File: config.mk
export PLATFORM = sky130hd
export DESIGN_NAME = vga_mem_scheduler
export DESIGN_NICKNAME = d
export VERILOG_FILES = /design/src/rtl/vga_mem_scheduler.sv
export SDC_FILE = /design/constraint.sdc
export NUM_CORES = 1
export LEC_CHECK = 0
export BUFFER_PORTS_ARGS = -buffer_cell sky130_fd_sc_hd__buf_2
export CAP_MARGIN = 20
export CORE_MARGIN = 4
export CORE_UTILIZATION = 46
export CTS_CLUSTER_DIAMETER = 50
export DETAILED_ROUTE_END_ITERATION = 8
export PLACE_DENSITY = 0.88
export SYNTH_ARGS = -nofsm -noshare
export SYNTH_HDL_FRONTEND = slang
export SYNTH_SLANG_ARGS = --single-unit
File: constraint.sdc
create_clock -name clk -period 20.2 [get_ports clk]
set_input_delay 4.04 -clock clk [delete_from_list [all_inputs] [get_ports clk]]
set_output_delay 4.04 -clock clk [all_outputs]
set_load 0.03 [all_outputs]
File: src/rtl/vga_mem_scheduler.sv
// vga_mem_scheduler: shares the framebuffer port between hblank line fetch and the GPU
// and sequences front/back buffer swaps with per-frame render starts.
module vga_mem_scheduler #(
  parameter int H_ACTIVE = 640,
  parameter int H_TOTAL  = 800,
  parameter int V_ACTIVE = 480,
  parameter int V_TOTAL  = 525,
  parameter int WPL      = 20,
  parameter int ADDR_W   = 16,
  parameter int DATA_W   = 32
) (
  input  logic              clk,
  input  logic              reset,
  input  logic [9:0]        x,
  input  logic [9:0]        y,
  input  logic              gpu_req,
  input  logic              gpu_we,
  input  logic [ADDR_W-1:0] gpu_addr,
  input  logic [DATA_W-1:0] gpu_wdata,
  output logic              gpu_gnt,
  output logic              gpu_rvalid,
  output logic [DATA_W-1:0] gpu_rdata,
  input  logic              gpu_frame_done,
  output logic              frame_start,
  output logic              front_buf,
  output logic              mem_en,
  output logic              mem_we,
  output logic [ADDR_W-1:0] mem_addr,
  output logic [DATA_W-1:0] mem_wdata,
  input  logic [DATA_W-1:0] mem_rdata,
  output logic              lb_we,
  output logic              lb_bank,
  output logic [4:0]        lb_addr,
  output logic [DATA_W-1:0] lb_wdata
);
  if (WPL + 2 > H_TOTAL - H_ACTIVE || WPL > 32 || 2 * V_ACTIVE * WPL > (1 << ADDR_W)) begin : g_bad_params
    $error("vga_mem_scheduler: parameter set does not fit hblank, line buffer or address space");
  end
  typedef enum logic [1:0] {IDLE, FETCH, DRAIN} state_t;
  localparam logic [ADDR_W-1:0] BUF_SZ = ADDR_W'(V_ACTIVE * WPL);
  state_t      state;
  logic [4:0]  i;
  logic [9:0]  line_q;
  logic        gpu_busy;
  logic        swap_pending;
  logic [9:0]  ny;
  logic [9:0]  line;
  logic [4:0]  idx;
  logic        fetch_start;
  logic        disp_rd;
  logic        vblank;
  logic        busy_next;
  logic        swap_next;
  always_comb begin
    ny          = (y == 10'(V_TOTAL - 1)) ? '0 : y + 10'd1;
    fetch_start = state == IDLE && x == 10'(H_ACTIVE) && ny < 10'(V_ACTIVE);
    disp_rd     = fetch_start || state == FETCH;
    idx         = fetch_start ? '0 : i;
    line        = fetch_start ? ny : line_q;
    gpu_gnt     = gpu_req && state == IDLE && !fetch_start;
    mem_en      = disp_rd || gpu_gnt;
    mem_we      = gpu_gnt && gpu_we;
    mem_addr    = disp_rd ? (front_buf ? BUF_SZ : '0) + ADDR_W'(line) * ADDR_W'(WPL) + ADDR_W'(idx)
                : gpu_gnt ? (front_buf ? '0 : BUF_SZ) + gpu_addr : '0;
    mem_wdata   = mem_we ? gpu_wdata : '0;
    gpu_rdata   = gpu_rvalid ? mem_rdata : '0;
    lb_wdata    = lb_we ? mem_rdata : '0;
    vblank      = x == 10'd0 && y == 10'(V_ACTIVE);
    busy_next   = gpu_busy && !gpu_frame_done;
    swap_next   = swap_pending || (gpu_busy && gpu_frame_done);
  end
  // lb_we / gpu_rvalid double as the return-path tags, so reset drops in-flight reads
  always_ff @(posedge clk or posedge reset) begin
    if (reset) begin
      state        <= IDLE;
      i            <= '0;
      line_q       <= '0;
      gpu_busy     <= 1'b0;
      swap_pending <= 1'b0;
      front_buf    <= 1'b0;
      frame_start  <= 1'b0;
      lb_we        <= 1'b0;
      lb_addr      <= '0;
      lb_bank      <= 1'b0;
      gpu_rvalid   <= 1'b0;
    end else begin
      lb_we      <= disp_rd;
      gpu_rvalid <= gpu_gnt && !gpu_we;
      if (disp_rd) begin
        lb_addr <= idx;
        lb_bank <= line[0];
      end
      case (state)
        IDLE: if (fetch_start) begin
          state  <= (WPL == 1) ? DRAIN : FETCH;
          i      <= 5'd1;
          line_q <= ny;
        end
        FETCH: begin
          i     <= i + 5'd1;
          state <= (i == 5'(WPL - 1)) ? DRAIN : FETCH;
        end
        default: state <= IDLE;
      endcase
      frame_start <= vblank && !busy_next;
      if (vblank) begin
        front_buf    <= front_buf ^ swap_next;
        swap_pending <= 1'b0;
        gpu_busy     <= 1'b1;
      end else begin
        swap_pending <= swap_next;
        gpu_busy     <= busy_next;
      end
    end
  end
endmodule

==> results.yml <==
min_path:
  hold_path_class: "reg2reg"
  hp-start: "line_q[1]"
  hold_path_depth: 2
  holdPathEnd: "line_q[1]"
finish:
  final_net_count: 771
  fillCellCount: 612
  regArea_um2: 726
  area_growth_pct: 38.3
  multiInputGateArea_um2: 2460
  postLayoutCellArea_um2: 4620
  antenna_cells: 0
  drive_gt1_share_pct: 38.9
logic_synthesis:
  synth_compound_gate_area_share_pct: 20.2
  synthAdderAreaFrac_pct: 13.0
  synth_edf_count: 0
  synthArstFlopShare_pct: 100
  syn-mean-instance-area_um2: 8.05
  ys_types: 55
  seq_area_frac_synth_pct: 21.7
  netlist_area_um2: 3340
  ys.flop_type: "dfrtp_1"
  yosysWarnings: 0
  synth-xor-area-share_pct: 8.39
  ys_ff_latch: 29
  syn_inst: 415
  synth_top_family_by_area: "simple AND/OR/NAND/NOR gates"
  syn-num-nets: 553
  synth.area.mux_share_pct: 0.637
  synth-simple-area-share_pct: 31.4
detailed_routing:
  totalWireLength_um: 12800
  drc: 0
  initialDrtViolationCount: 244
  via_per_inst: 5.46
  ant_nets: 0
  vias: 3982
  dr.pass1.iters: 6
  post_drt_wl_per_cell_um: 17.6
setup_path:
  required_ns: 16.16
  critPathKind: "in2out"
  endpoint_kind: "output port"
  cp-start-kind: "input pin"
  r2r-end: "lb_bank"
  cp.arrival_ns: 9.33
  critical-path-top-cell-by-count: "ha_1"
  crit_buf_inv: 5
  path_cells: "buf_2 > inv_1 > ha_1 > nand4_1 > a311oi_2 > o311ai_4 > buf_4 > o31ai_1 > ha_1 > ha_1 > fa_1 > a21o_1 > a41oi_1 > a21oi_1 > o21a_1 > nor2_1 > xnor2_1 > ha_1 > inv_1 > o31a_1 > xor2_1 > o221ai_1 > buf_2"
  worstReg2RegStart: "state[1]"
  r2r_slack_ns: 17.56
  slowest_delay_ns: 0.44
  reg2reg_depth: 7
  crit_family: "compound AO/OA/AOI/OAI gates"
  path_max_fanout: 26
  slowest_stage: "a311oi_2"
clock_tree:
  cts_buffers: 5
  cts_hold_buf: 0
  clk_transition_reported_paths_ns: 0.06
  cts_max_level: 2
  clk_latency_ns: 0.28
  cts_buffer_depth: 2
  cts_resized: 0
  root_buffer: "clkbuf_8"
  cts_sinks: 29
  tritoncts: "built"
  post_cts_buffers: 0
power_and_ir_drop:
  power_density_nw_per_um2: 37.1
  power_switching_share_pct: 36.5
  power_frac_clock_pct: 27.8
  internal-power_mw: 0.109
  power_mw: 0.172
  p_seq_share_pct: 36.3
  vdd_drop_max_uv: 32.0
  p_sw_mw: 0.0627
  combPwrFrac_pct: 35.9
  leakage_nw: 2.70
place:
  dp_hpwl_um: 10900
  place_area_um2: 4530
  gp_congestion: 0.946
  portBuffers: 229
global_routing:
  grt_max_degree: 44
  grt_remaining_overflow: 0
  grt_use_total_pct: 28.1
  grt_first_pass_wirelength_um: 19400
  antenna_found_initial: 1
  grt_pass1_vias: 3773
timing:
  period_needed_ns: 13.37
  rsz0062_at_grt: "no"
  fin_skew_ns: 0.00658
  hold_viol_final: 0
  min_period_over_period_pct: 66.2
  slew_violations: 0
  tightest_slew_ns: 0.906
  setup_viol: 0
  max_slew_margin_pct: 39.4
  tns_ns: 0
  fmax_mhz: 74.8
floorplanning:
  die-area_um2: 8690
  core_area_um2: 6910
  die_y_um: 93.2
  rows: 30
  initial_core_util_pct: 48.4
  die_w_um: 93.2
  ios: 230
run_status:
  status: "complete, no violations"
flow_run:
  maxCapViolations: 0
==> cells in the mapped netlist (13+ instances only) <==
| cell type | instances | area share (%) |
|---|---|---|
| nor2_1 | 16 | 1.8 |
| and3_1 | 33 | 6.2 |
| xor2_1 | 13 | 3.4 |
| and2_1 | 74 | 14 |
| o21ai_0 | 16 | 2.4 |
| xnor2_1 | 19 | 5.0 |
| ha_1 | 30 | 11 |
| clkbuf_1 | 14 | 1.6 |
| dfrtp_1 | 29 | 22 |
| nand2_1 | 31 | 3.5 |
| inv_1 | 17 | 1.9 |
| a21oi_1 | 16 | 2.4 |
==> worst register-to-register path, stage by stage, from the launching register on <==
cell	delay, ns
dfrtp_1	0.41
nor2_1	0.27
nand3_1	0.13
a311oi_2	0.34
o311ai_4	0.26
a21o_1	0.48
inv_1	0.26
mux2_2	0.36
==> registers in the layout, summed over array words and instances (netlist names) <==
| name | count |
|---|---|
| frame_start | 1 |
| front_buf | 1 |
| gpu_busy | 1 |
| gpu_rvalid | 1 |
| i | 5 |
| lb_addr | 5 |
| lb_bank | 1 |
| lb_we | 1 |
| line_q | 10 |
| state | 2 |
| swap_pending | 1 |
==> layer usage <==
metal	GRT usage, %	wire (um)	vias up
li1	-	-	1903
met1	34.9	5120	1854
met2	47.3	6230	191
met3	7.00	1140	32
met4	9.52	322	2
met5	0	13	-
==> kinds of logic after synthesis <==
kind of cell / after synthesis
DFF: 29
muxes: 2
AOI/OAI and AO/OA: 95
and+or+nand+nor: 186
buffers and inverters: 38
adders and majority gates: 33
xor gates and xnor gates: 32
==> cell usage in the layout, fill, tap and decap left out, drive strengths merged, types with 8 or more instances in the layout <==
cell type	n
inv	18
and3	33
dfrtp	29
nand3	8
xnor2	19
ha	30
nand2	31
a21oi	16
a22o	10
o31ai	10
o21ai	18
buf	231
xor2	13
and2	74
nor2	16
==> area by class of cell <==
class                   instances  area share [%]
clock buffers                   7            1.87
inverters                      18            1.46
multi-input cells             348            53.2
flip-flops and latches         29            15.7
well taps                      96            2.60
repair buffers                231            25.1
==> worst max-delay path by stage <==
| stage | start | endpoint | slack [ns] | depth (start not counted) |
|---|---|---|---|---|
| after floorplan | x[3] | mem_addr[14] | 7.27 | 20 |
| after global placement | y[5] | mem_addr[14] | 7.07 | 22 |
| after detailed placement | y[0] | mem_addr[14] | 6.86 | 23 |
| after CTS | y[0] | mem_addr[14] | 6.86 | 23 |
| after global routing | y[0] | mem_addr[14] | 6.49 | 23 |
| final | y[0] | mem_addr[14] | 6.83 | 23 |
==> power groups by stage <==
stage / combinational [mW] / sequential, mW / clock (mW)
floorplan: 0.0343 / 0.0645 / 0
global placement: 0.0599 / 0.0631 / 0
detailed placement: 0.0612 / 0.0632 / 0
CTS: 0.0614 / 0.0622 / 0.0485
global route: 0.0659 / 0.0625 / 0.0521
finish: 0.0617 / 0.0622 / 0.0477
==> metrics by stage <==
step	util, %	hold WS, ns	cells	setup slack, ns
after floorplan	-	0.439	415	7.27
after global placement	65.6	0.451	722	7.07
after detailed placement	65.6	0.460	722	6.86
after CTS	66.9	0.473	729	6.86
after global routing	66.9	0.502	729	6.49
final	66.9	0.473	729	6.83
(Power assumes the default switching activity.)
